`config.mk`:
```
export PLATFORM = sky130hd
export DESIGN_NAME = frame_writer_444
export DESIGN_NICKNAME = d
export VERILOG_FILES = /design/src/rtl/frame_writer_444.sv
export SDC_FILE = /design/constraint.sdc
export NUM_CORES = 1
export LEC_CHECK = 0
export ABC_AREA = 1
export BUFFER_PORTS_ARGS = -buffer_cell sky130_fd_sc_hd__buf_2
export CAP_MARGIN = 20
export CORE_MARGIN = 2
export CORE_UTILIZATION = 40
export DETAILED_ROUTE_END_ITERATION = 8
export PLACE_DENSITY = 0.68
export SLEW_MARGIN = 20
export SYNTH_ARGS = -nofsm -noshare
export SYNTH_HDL_FRONTEND = slang
export SYNTH_SLANG_ARGS = --single-unit
export TNS_END_PERCENT = 10
```
`constraint.sdc`:
```
create_clock -name PCLK -period 2.2 [get_ports PCLK]
set_clock_uncertainty 0.15 [all_clocks]
set_input_delay 0.22 -clock PCLK [delete_from_list [all_inputs] [get_ports PCLK]]
set_output_delay 0.22 -clock PCLK [all_outputs]
set_load 0.01 [all_outputs]
```
`src/rtl/frame_writer_444.sv`:
```
// Frame-buffer writer for RGB 444 camera pixels: tracks frame/line position from
// VSYNC/HREF, writes pixels to linear BRAM addresses and flags geometry errors.
module frame_writer_444 #(
    parameter int H_ACTIVE = 640,
    parameter int V_ACTIVE = 480,
    parameter int ADDR_W   = 19,
    parameter int DATA_W   = 12
) (
    input  logic              PCLK,
    input  logic              RST,
    input  logic              VSYNC,
    input  logic              HREF,
    input  logic [DATA_W-1:0] i_RGB_444,
    input  logic              i_valid,
    output logic              o_wr_en,
    output logic [ADDR_W-1:0] o_wr_addr,
    output logic [DATA_W-1:0] o_wr_data,
    output logic              o_frame_done,
    output logic              o_frame_err,
    output logic              o_busy
);

    localparam int XW = $clog2(H_ACTIVE + 1);
    localparam int YW = $clog2(V_ACTIVE + 1);

    localparam logic [XW-1:0]     X_ZERO    = XW'(0);
    localparam logic [XW-1:0]     X_ONE     = XW'(1);
    localparam logic [XW-1:0]     X_MAX     = XW'(H_ACTIVE);
    localparam logic [YW-1:0]     Y_ZERO    = YW'(0);
    localparam logic [YW-1:0]     Y_ONE     = YW'(1);
    localparam logic [YW-1:0]     Y_MAX     = YW'(V_ACTIVE);
    localparam logic [YW-1:0]     Y_LAST    = YW'(V_ACTIVE - 1);
    localparam logic [ADDR_W-1:0] LB_ZERO   = ADDR_W'(0);
    localparam logic [ADDR_W-1:0] LINE_STEP = ADDR_W'(H_ACTIVE);

    typedef enum logic [1:0] {
        s_WAIT_FRAME = 2'd0,
        s_ACTIVE     = 2'd1,
        s_DONE       = 2'd2
    } state_t;

    state_t              state_r, state_next_s;
    logic                vsync_prev_r, href_prev_r;
    logic [XW-1:0]       x_r, x_next_s, x_pix_s;
    logic [YW-1:0]       y_r, y_next_s;
    logic [ADDR_W-1:0]   line_base_r, line_base_next_s;
    logic                err_r, err_next_s, err_pix_s;
    logic                wr_en_r, wr_en_next_s;
    logic [ADDR_W-1:0]   wr_addr_r, wr_addr_next_s;
    logic [DATA_W-1:0]   wr_data_r, wr_data_next_s;
    logic                done_r, done_next_s;
    logic                ferr_r, ferr_next_s;
    logic                busy_r;
    logic                vs_fall_s, vs_rise_s, href_fall_s;

    assign vs_fall_s   = vsync_prev_r & ~VSYNC;
    assign vs_rise_s   = ~vsync_prev_r & VSYNC;
    assign href_fall_s = href_prev_r & ~HREF;

    assign o_wr_en      = wr_en_r;
    assign o_wr_addr    = wr_addr_r;
    assign o_wr_data    = wr_data_r;
    assign o_frame_done = done_r;
    assign o_frame_err  = ferr_r;
    assign o_busy       = busy_r;

    // Next-state, position counters and write/frame-status outputs
    always_comb begin
        state_next_s     = state_r;
        x_next_s         = x_r;
        y_next_s         = y_r;
        line_base_next_s = line_base_r;
        err_next_s       = err_r;
        x_pix_s          = x_r;
        err_pix_s        = err_r;
        wr_en_next_s     = 1'b0;
        wr_addr_next_s   = wr_addr_r;
        wr_data_next_s   = wr_data_r;
        done_next_s      = 1'b0;
        ferr_next_s      = 1'b0;

        case (state_r)
            s_WAIT_FRAME: begin
                if (vs_fall_s) begin
                    state_next_s     = s_ACTIVE;
                    x_next_s         = X_ZERO;
                    y_next_s         = Y_ZERO;
                    line_base_next_s = LB_ZERO;
                    err_next_s       = 1'b0;
                end else begin
                    state_next_s = s_WAIT_FRAME;
                end
            end

            s_ACTIVE: begin
                // A pixel arriving with the line/frame end still belongs to the ending line
                if (i_valid) begin
                    if ((x_r < X_MAX) && (y_r < Y_MAX)) begin
                        wr_en_next_s   = 1'b1;
                        wr_addr_next_s = line_base_r + ADDR_W'(x_r);
                        wr_data_next_s = i_RGB_444;
                        x_pix_s        = x_r + X_ONE;
                    end else begin
                        err_pix_s = 1'b1;
                    end
                end else begin
                    x_pix_s = x_r;
                end

                if (href_fall_s) begin
                    if ((x_pix_s != X_MAX) && (y_r < Y_MAX)) begin
                        err_next_s = 1'b1;
                    end else begin
                        err_next_s = err_pix_s;
                    end
                    if (y_r < Y_MAX) begin
                        y_next_s = y_r + Y_ONE;
                    end else begin
                        y_next_s = y_r;
                    end
                    // line_base stops at the last stored line so it never points past the frame
                    if (y_r < Y_LAST) begin
                        line_base_next_s = line_base_r + LINE_STEP;
                    end else begin
                        line_base_next_s = line_base_r;
                    end
                    x_next_s = X_ZERO;
                end else begin
                    x_next_s   = x_pix_s;
                    err_next_s = err_pix_s;
                end

                if (vs_rise_s) begin
                    state_next_s = s_DONE;
                    done_next_s  = 1'b1;
                    ferr_next_s  = err_next_s | (y_next_s != Y_MAX);
                end else begin
                    state_next_s = s_ACTIVE;
                end
            end

            s_DONE: begin
                state_next_s = s_WAIT_FRAME;
            end

            default: begin
                state_next_s = s_WAIT_FRAME;
            end
        endcase
    end

    // State register, sync-edge history, counters and registered outputs
    always_ff @(posedge PCLK or posedge RST) begin
        if (RST) begin
            state_r      <= s_WAIT_FRAME;
            vsync_prev_r <= 1'b0;
            href_prev_r  <= 1'b0;
            x_r          <= X_ZERO;
            y_r          <= Y_ZERO;
            line_base_r  <= LB_ZERO;
            err_r        <= 1'b0;
            wr_en_r      <= 1'b0;
            wr_addr_r    <= LB_ZERO;
            wr_data_r    <= DATA_W'(0);
            done_r       <= 1'b0;
            ferr_r       <= 1'b0;
            busy_r       <= 1'b0;
        end else begin
            state_r      <= state_next_s;
            vsync_prev_r <= VSYNC;
            href_prev_r  <= HREF;
            x_r          <= x_next_s;
            y_r          <= y_next_s;
            line_base_r  <= line_base_next_s;
            err_r        <= err_next_s;
            wr_en_r      <= wr_en_next_s;
            wr_addr_r    <= wr_addr_next_s;
            wr_data_r    <= wr_data_next_s;
            done_r       <= done_next_s;
            ferr_r       <= ferr_next_s;
            busy_r       <= (state_next_s == s_ACTIVE);
        end
    end

endmodule

```
# Word level (Yosys, flattened, before mapping)
# Index checks and enable logic that the tools add are counted.
# totals
reg_bits	78
out_inout_bits	35
elab_cells	73
# classes
n_addsub	4
magnitude_cmp	3
n_eq_ne	7
mux	32
bitwise	7
reduce_logical	7
# ops
operator	n
$mux 19	3
$mux 10	5
$pmux 19 s2	1
$mux 9	4
$pmux 10 s2	1
$add 19x10->19	1
$add 19x10->19 const B	1
$lt 9x9->1 const B	2
$pmux 9 s2	1
$mux 1	14
$add 10x1->10 const B	1
$lt 10x10->1 const B	1
$ne 10x10->1 const B	1
$add 9x1->9 const B	1
$ne 9x9->1 const B	1
$ne 2x2->1 const B	3
$eq 2x1->1 const B	2
$pmux 2 s2	1
$reduce_and 4->1	1
$and 1x1->1	3
$not 1->1	3
$reduce_and 3->1	1
$logic_and 1x1->1	2
$logic_not 2->1	1
5 further kinds	5

# Logic depth before layout (Yosys ltp)
# Gate-level depths: netlist (run 1).
# depth
ltp_word	13
depth_mapped	15
depth_no_buf	15

# Least setup slack after synthesis (run 1)
# Ideal clock, no wire load.
# synth_path
path_kind	register to register
startpoint	register x_r[8]
endpoint	register wr_addr_r[16], in the netlist o_wr_addr[16]
setup_ns	0.117
t_arrival_ns	1.537
required_ns	1.933
path_slack_ns	0.396
path_stages_with_launch	12
path_cell_list	dfrtp_1 > ha_1 > a21o_1 > nand2_1 > nand2_1 > nand2_1 > nor2_1 > nand2_1 > inv_1 > nand2_1 > nand3_1 > nand2_1
# synth_via
elab_chain_cells	3
# synth_rtl
item	line_no	rtl
start: declaration	44	logic [XW-1:0] x_r, x_next_s, x_pix_s;
start signal: assignment	172	x_r <= x_next_s;
$lt 10x10->1	98	if ((x_r < X_MAX) && (y_r < Y_MAX)) begin
$logic_and 1x1->1	98	
$reduce_and 3->1 (no source line)	--	
end signal: assignment	177	wr_addr_r <= wr_addr_next_s;
end: declaration	49	logic [ADDR_W-1:0] wr_addr_r, wr_addr_next_s;
# Parallel ways exist; a longest one is shown, timed or not.
# A chain may end at the register's enable or synchronous reset.

# Worst setup path in the final report (run 1)
# layout_path
startpoint	input HREF
endpoint	register line_base_r[14]
# layout_via
elab_chain_cells	4
# layout_rtl
item	line_no	rtl
start: declaration	12	input logic HREF,
$not 1->1	58	assign href_fall_s = href_prev_r & ~HREF;
$and 1x1->1	58	
$ne 2x2->1 (no source line)	--	
$reduce_and 4->1 (no source line)	--	
end signal: assignment	174	line_base_r <= line_base_next_s;
end: declaration	46	logic [ADDR_W-1:0] line_base_r, line_base_next_s;
# No other way between the ends.

==> metrics.log, run 1 <==
INFO  metric status = completed
INFO  metric finalWeightedCongestion = 0.827
INFO  metric hold-worst-slack = approximately 0.19 ns
INFO  metric internal-power = 2.60 mW
INFO  metric number_of_antenna_violating_nets_in_the_routed_design = 0
INFO  metric worst_path_clk_slew = 0.08 ns
INFO  metric coreArea = about 8800 sq um
INFO  metric worst_setup_sp_type = input port
INFO  metric final_hold_viol_count = 0
INFO  metric max-cap-violations = 0
INFO  metric slew_viol_final = 0
INFO  metric p_seq_share = 44.1%
INFO  metric power_leakage = ~2.2 nW
INFO  metric wire_per_inst = between 10 and 15 microns
INFO  metric worstPathBufferInverterCount = 3
INFO  metric worstSkewPairLatency = between 0.3 and 0.4 ns
INFO  metric detail_route.drc_violations = 0
INFO  metric hpwlAfterDp = 5720 microns
INFO  metric timing.final.crit_period = slightly above 2 ns
INFO  metric timing_worst_setup_path_type = in -> reg
INFO  metric dr_total_vias = about 3.1k
INFO  metric grt_setup_unrepaired = no
INFO  metric final_common_cell = nand2_1
INFO  metric net_sw_power = 1.40 mW
INFO  metric syn-num-nets = 475
INFO  metric fin_crit_sh = about 94%
INFO  metric grt_use_total = approximately 18%
INFO  metric pre_cts_ws = between 0.15 and 0.2 ns
INFO  metric dr.pass1.iters = 5
INFO  metric number_of_placed_instances_taps_included = ~600
INFO  metric critPathTopFamily = simple AND/OR/NAND/NOR gates
INFO  metric floorplan.io_pins = 52
INFO  metric synth.lib_cells_used.distinct = 39
INFO  metric drive_gt1_share = between 20% and 30%
INFO  metric tritoncts.num_buffers = 9
INFO  metric die-width = around 100 microns
INFO  metric syn-instance-count = ~450
INFO  metric cts.path.max_buffers = 2
INFO  metric design.die.area = slightly below 10000 sq um
INFO  metric timing.critical_path.required = ~2.3 ns
INFO  metric design_power_total = approximately 4.0 mW
INFO  metric pwr-share-clk = 29.3%
INFO  metric synthesis.area = 3640 sq um
INFO  metric combinationalPowerShare = 26.6%
INFO  metric row_count = 34
INFO  metric grt_pass1_vias = 3064
INFO  metric clock-sinks = 70
INFO  metric port-buffer-count = 51
INFO  metric cts_tree = built
INFO  metric path_common_cell = nor2_4
INFO  metric final_cell_mix = nand2_1, dfrtp_1, buf_2
INFO  metric dr_iter_0_viols = 171
INFO  metric start_util = between 40% and 50%
INFO  metric fin_tns_setup = 0 ns
INFO  metric global_route.overflow_total = 0
INFO  metric post-cts-setup-buffer-count = 0
INFO  metric min_path_type = in -> reg
INFO  metric irDropWorstVdd = slightly above 0.0003 V
INFO  metric post_layout_nonfiller_instances = 635
INFO  metric power_density_normalized_to_cell_area = ~900 nW/um^2
INFO  metric crit_slowest_cell = dlygate4sd3_1
INFO  metric cp-end-kind = register
INFO  metric nets = 545
INFO  metric tightest_slew = ~0.65 ns
INFO  metric slew-limit-headroom = a little under three fifths
INFO  metric routed_wirelength = ~8400 microns
INFO  metric antenna_cells_inserted = 0
INFO  metric yosys_register_bits = 70
INFO  metric clock.fmax = 485 MHz
INFO  metric flow.area_growth_from_synthesis = 21.0%
INFO  metric die_y = between 90 and 100 microns
INFO  metric critPathArrivalTime = 2.16 ns
INFO  metric sequential_element_share_of_the_synthesized_area = 48.1%
INFO  metric netSwitchingFraction = 35.0%
INFO  metric post_synth.cell_area_avg = slightly above 8 sq um
INFO  metric finalSetupViolCount = 0
INFO  metric cpPeakStageDelay = 0.53 ns
INFO  metric cp_cell_sequence = dlygate4sd3_1 > buf_2 > nor2_4 > inv_2 > nand2_4 > nand3_4 > nor2_4 > nand2_2 > nor3_2 > xor2_1 > nor2_1
INFO  metric clock_tree.htree_level_count = 3
INFO  metric antenna_found_initial = 0
INFO  metric grt_pass1_wl = 14200 microns
INFO  metric grt_start_max_net_pins = a little over 70
INFO  metric critPathMaxFanout = 8
INFO  metric synthesis.yosys.warnings = 0
INFO  metric clock-root-buffer = clkbuf_8
INFO  metric post_route_worst_setup_slack = ~0.14 ns
INFO  metric detail_route.vias_per_cell = 4.94
-- power groups by stage --
stage,registers (mW),logic (mW),clock network (mW)
3_5_place_dp,1.78,1.04,0
2_1_floorplan,1.81,0.646,0
4_1_cts,1.76,1.07,1.20
3_3_place_gp,1.78,1.01,0
6_report,1.76,1.06,1.17
5_1_grt,1.81,1.22,1.26
-- synthesized netlist by cell type (all sizes together) --
master  instances  area [sq um]
nand2         147           601
dfrtp          70          1750
inv            57           216
o21ai          41           224
nor2           36           183
nand3          31           185
o22ai          12          75.1
a21oi          11          55.1
buf             8          48.8
nor3            8          50.1
ha              6          75.1
nand4           6          43.8
o31ai           4          30.0
clkbuf          3          12.5
nor4            3          25.0
a31oi           2          12.5
xnor2           2          17.5
xor2            2          17.5
a21o            1          7.51
clkinv          1          3.75
nor3b           1          7.51
-- cell type report --
class	instances	area [sq um]
repair buffers	70	448
well taps	108	135
clock inverters	7	97.6
fillers	825	4360
inverters	58	220
multi-input cells	313	1630
flip-flops and latches	70	1750
clock buffers	9	124
-- stage by stage --
stage                     area (sq um)  util [%]
after floorplan                   3640         -
after global placement            4010      45.8
after detailed placement          4010      45.8
after CTS                         4390      50.0
after global routing              4410      50.3
final                             4410      50.3
-- per-layer routing --
metal | vias up | part of all wire, % | wire (microns) | GRT usage [%]
met3 | 10 | 4.8 | 401 | 3.51
li1 | 1597 | - | - | -
met4 | 0 | 1.5 | 126 | 6.74
met2 | 85 | 48 | 4010 | 29.5
met5 | - | 0 | 0 | 0
met1 | 1442 | 46 | 3820 | 23.5
-- flip-flops by register name (all words and copies together) (netlist names) --
| register | flops |
|---|---|
| line_base_r | 12 |
| x_r | 10 |
| href_prev_r | 1 |
| o_wr_data | 12 |
| vsync_prev_r | 1 |
| y_r | 9 |
| o_busy | 1 |
| err_r | 1 |
| o_frame_done | 1 |
| state_r | 1 |
| o_frame_err | 1 |
| o_wr_addr | 19 |
| o_wr_en | 1 |
-- final timing paths --
kind | start | endpoint | slack, ns | cells after the start
setup reg to reg | o_frame_done | line_base_r[14] | 0.22 | 10
hold reg to reg | o_wr_data[3] | o_wr_data[3] | 0.32 | 2
max in group asynchronous | RST | x_r[8] | 1.27 | 4
setup / recovery | HREF | line_base_r[14] | 0.14 | 11
min in group asynchronous | RST | y_r[5] | 0.34 | 4
hold / removal | i_valid | err_r | 0.19 | 5
-- worst register-to-register path: stages, from the launching register on --
cell,delay (ns)
dfrtp_1,0.37
inv_2,0.07
nand2_4,0.18
inv_2,0.16
nand2_4,0.16
nand3_4,0.13
nor2_4,0.17
nand2_2,0.10
nor3_2,0.14
xor2_1,0.19
nor2_1,0.06
-- logic make-up (layout without fill, tap and decap cells) --
| family | count (synthesis) | in the layout | share of synthesized area, % |
|---|---|---|---|
| buffers and inverters | 69 | 144 | 7.73 |
| DFF | 70 | 70 | 48.1 |
| and+or+nand+nor | 232 | 232 | 30.1 |
| AOI/OAI and AO/OA | 71 | 71 | 11.1 |
| adders and majority gates | 6 | 6 | 2.06 |
| xor gates and xnor gates | 4 | 4 | 0.962 |
-- timing repair --
item,in CTS,in global routing
setup endpoints to repair,0,5
hold buffers,15,0
hold endpoints to repair,84,0
resized for setup,0,5
Power figures use the tool's default switching activity.
==> run 2, diff against run 1 <==
Settings changed: SETUP_SLACK_MARGIN set to 0.3.
==> run 2 against run 1 <==
Compared with the run above: sequential cell count unchanged; global-route usage increased by 0.054 points; critical endpoint is now o_frame_err; worst setup slack improved by 0.12 ns; highest routed layer unchanged; combinational power increased by 4%; die area unchanged; count of clock-buffer cells in the layout unchanged; total power increased by 0.94%; sequential power about the same.
==> metrics.log, run 2 (synthesis results as in run 1) <==
INFO  metric status = completed
INFO  metric dr_total_vias = 3247
INFO  metric detail_route.vias_per_cell = approximately 5.0
INFO  metric grt_start_max_net_pins = between 40 and 50
INFO  metric min_path_type = in -> reg
INFO  metric antenna_cells_inserted = 0
INFO  metric timing.critical_path.required = 2.30 ns
INFO  metric power_density_normalized_to_cell_area = 892 nW/um^2
INFO  metric largest_register_ffs = 19
INFO  metric flow.area_growth_from_synthesis = 24.0%
INFO  metric clock_tree.htree_level_count = 3
INFO  metric port-buffer-count = a little over 50
INFO  metric worst_setup_sp_type = register
INFO  metric timing.rr.start = x_r[1]
INFO  metric fin_crit_sh = 88.3%
INFO  metric fin_util = approximately 52%
INFO  metric worst_hold_startpoint = VSYNC
INFO  metric cts_tree = built
INFO  metric finalWeightedCongestion = just under 0.9
INFO  metric clock-sinks = 70
INFO  metric pwr-share-clk = 28.8%
INFO  metric timing_worst_setup_path_type = reg -> reg
INFO  metric netSwitchingFraction = a little over a third
INFO  metric cp-end-kind = register
INFO  metric detail_route.drc_violations = 0
INFO  metric area_occupied_by_multi_input_gates = ~1700 sq um
INFO  metric global_route.overflow_total = 0
INFO  metric number_of_antenna_violating_nets_in_the_routed_design = 0
INFO  metric tightest_slew = between 0.6 and 0.7 ns
INFO  metric pre_cts_ws = between 0.15 and 0.2 ns
INFO  metric final_hold_viol_count = 0
INFO  metric slew-limit-headroom = 53.8%
INFO  metric hpwlAfterDp = 5720 microns
INFO  metric antenna_found_initial = 0
INFO  metric nets = approximately 550
INFO  metric critPathMaxFanout = 3
INFO  metric dr_iter_0_viols = between 100 and 150
INFO  metric clock-root-buffer = clkbuf_8
INFO  metric power_leakage = ~2.2 nW
INFO  metric timing.final.crit_period = just under 2 ns
INFO  metric critPathArrivalTime = ~2.0 ns
INFO  metric die-width = 99.4 microns
INFO  metric clock.fmax = 515 MHz
INFO  metric coreArea = just under 9000 sq um
INFO  metric die_y = roughly 99 microns
INFO  metric combinationalPowerShare = between 20 and 30%
INFO  metric grt_pass1_vias = 3106
INFO  metric design.die.area = between 9000 and 10000 sq um
INFO  metric cts.path.max_buffers = 2
INFO  metric net_sw_power = ~1.4 mW
INFO  metric final_cell_mix = nand2_1, dfrtp_1, buf_2
INFO  metric regArea = between 1500 and 2000 sq um
INFO  metric design_power_total = between 4 and 5 mW
INFO  metric worst_path_clk_slew = around 0.080 ns
INFO  metric max-cap-violations = 0
INFO  metric dr.pass1.iters = 5
INFO  metric internal-power = 2.62 mW
INFO  metric slew_viol_final = 0
INFO  metric floorplan.io_pins = 52
INFO  metric finalSetupViolCount = 0
INFO  metric start_util = around 42%
INFO  metric routed_wirelength = about 8600 microns
INFO  metric row_count = 34
INFO  metric p_seq_share = between 40% and 50%
INFO  metric setup_crit_start = x_r[1]
INFO  metric grt_pass1_wl = between 10000 and 15000 microns
INFO  metric hold-worst-slack = approximately 0.067 ns
INFO  metric wire_per_inst = ~13 microns
INFO  metric irDropWorstVdd = 0.000332 V
INFO  metric grt_setup_unrepaired = yes
INFO  metric grt_use_total = roughly 18%
INFO  metric fillers = 827
INFO  metric post_route_worst_setup_slack = between 0.2 and 0.3 ns
INFO  metric worstSkewPairLatency = about 0.35 ns
INFO  metric drive_gt1_share = 23.2%
INFO  metric tritoncts.num_buffers = 9
INFO  metric final_common_cell = nand2_1
INFO  metric fin_tns_setup = 0 ns
run 2: cell count changes in the layout (fill, tap and decap cells not counted), sizes merged:
cell / previous run / this run
buf: 55 / 63
inv: 58 / 57
clkinvlp: 2 / 3
run 2: worst paths after layout:
kind	end	slack [ns]	depth (start not counted)
min	o_frame_done	0.07	3
max	o_frame_err	0.26	14
max in group asynchronous	x_r[8]	0.90	4
min in group asynchronous	o_wr_data[7]	0.36	3
max reg2reg	o_frame_err	0.26	14
min reg2reg	o_wr_data[4]	0.32	2
run 2: power by group through the flow:
stage | logic, mW | clock network [mW] | registers (mW)
after floorplan | 0.647 | 0 | 1.81
after global placement | 1.01 | 0 | 1.78
after detailed placement | 1.04 | 0 | 1.79
after CTS | 1.07 | 1.19 | 1.77
after global routing | 1.26 | 1.24 | 1.81
final | 1.10 | 1.16 | 1.77
run 2: metrics by stage:
step	area [sq um]	std cells
global placement	4020	604
finish	4520	643
detailed placement	4020	604
global route	4520	643
floorplan	3650	452
CTS	4440	637
run 2: repair_timing:
| action | in CTS | in global routing |
|---|---|---|
| hold endpoints to repair | 44 | 0 |
| hold buffers | 15 | 0 |
| pin swaps | 1 | 10 |
| endpoints found under the setup margin | 20 | 31 |
| setup buffers | 2 | 6 |
| gates resized for setup | 8 | 8 |
run 2: worst max-delay path, cell delays in order (launching register included):
cell and delay [ns]:
dfrtp_1 0.44, ha_4 0.17, nand3_1 0.09, nor2_2 0.19, inv_1 0.07, nor2_2 0.09, nand2_1 0.07, nand2_2 0.06
nand2_1 0.06, nor2_1 0.09, nand3_1 0.09, nand2_1 0.09, nand3_1 0.06, nand2_1 0.06, inv_1 0.04
run 2: layout make-up:
type / count / area share (%)
sequential: 70 / 38.8
multi-input combinational: 313 / 36.9
timing repair buffer: 78 / 11.3
inverter: 58 / 5.01
tap: 108 / 2.99
clock buffer: 9 / 2.74
clock inverter: 7 / 2.16
run 2: metal layers:
| layer | vias up | share of wire (%) | GRT usage, % |
|---|---|---|---|
| met3 | 15 | 5.7 | 4.22 |
| met5 | - | 0 | 0 |
| met2 | 110 | 48 | 29.5 |
| met4 | 0 | 1.6 | 6.43 |
| met1 | 1508 | 45 | 23.4 |
| li1 | 1614 | - | - |
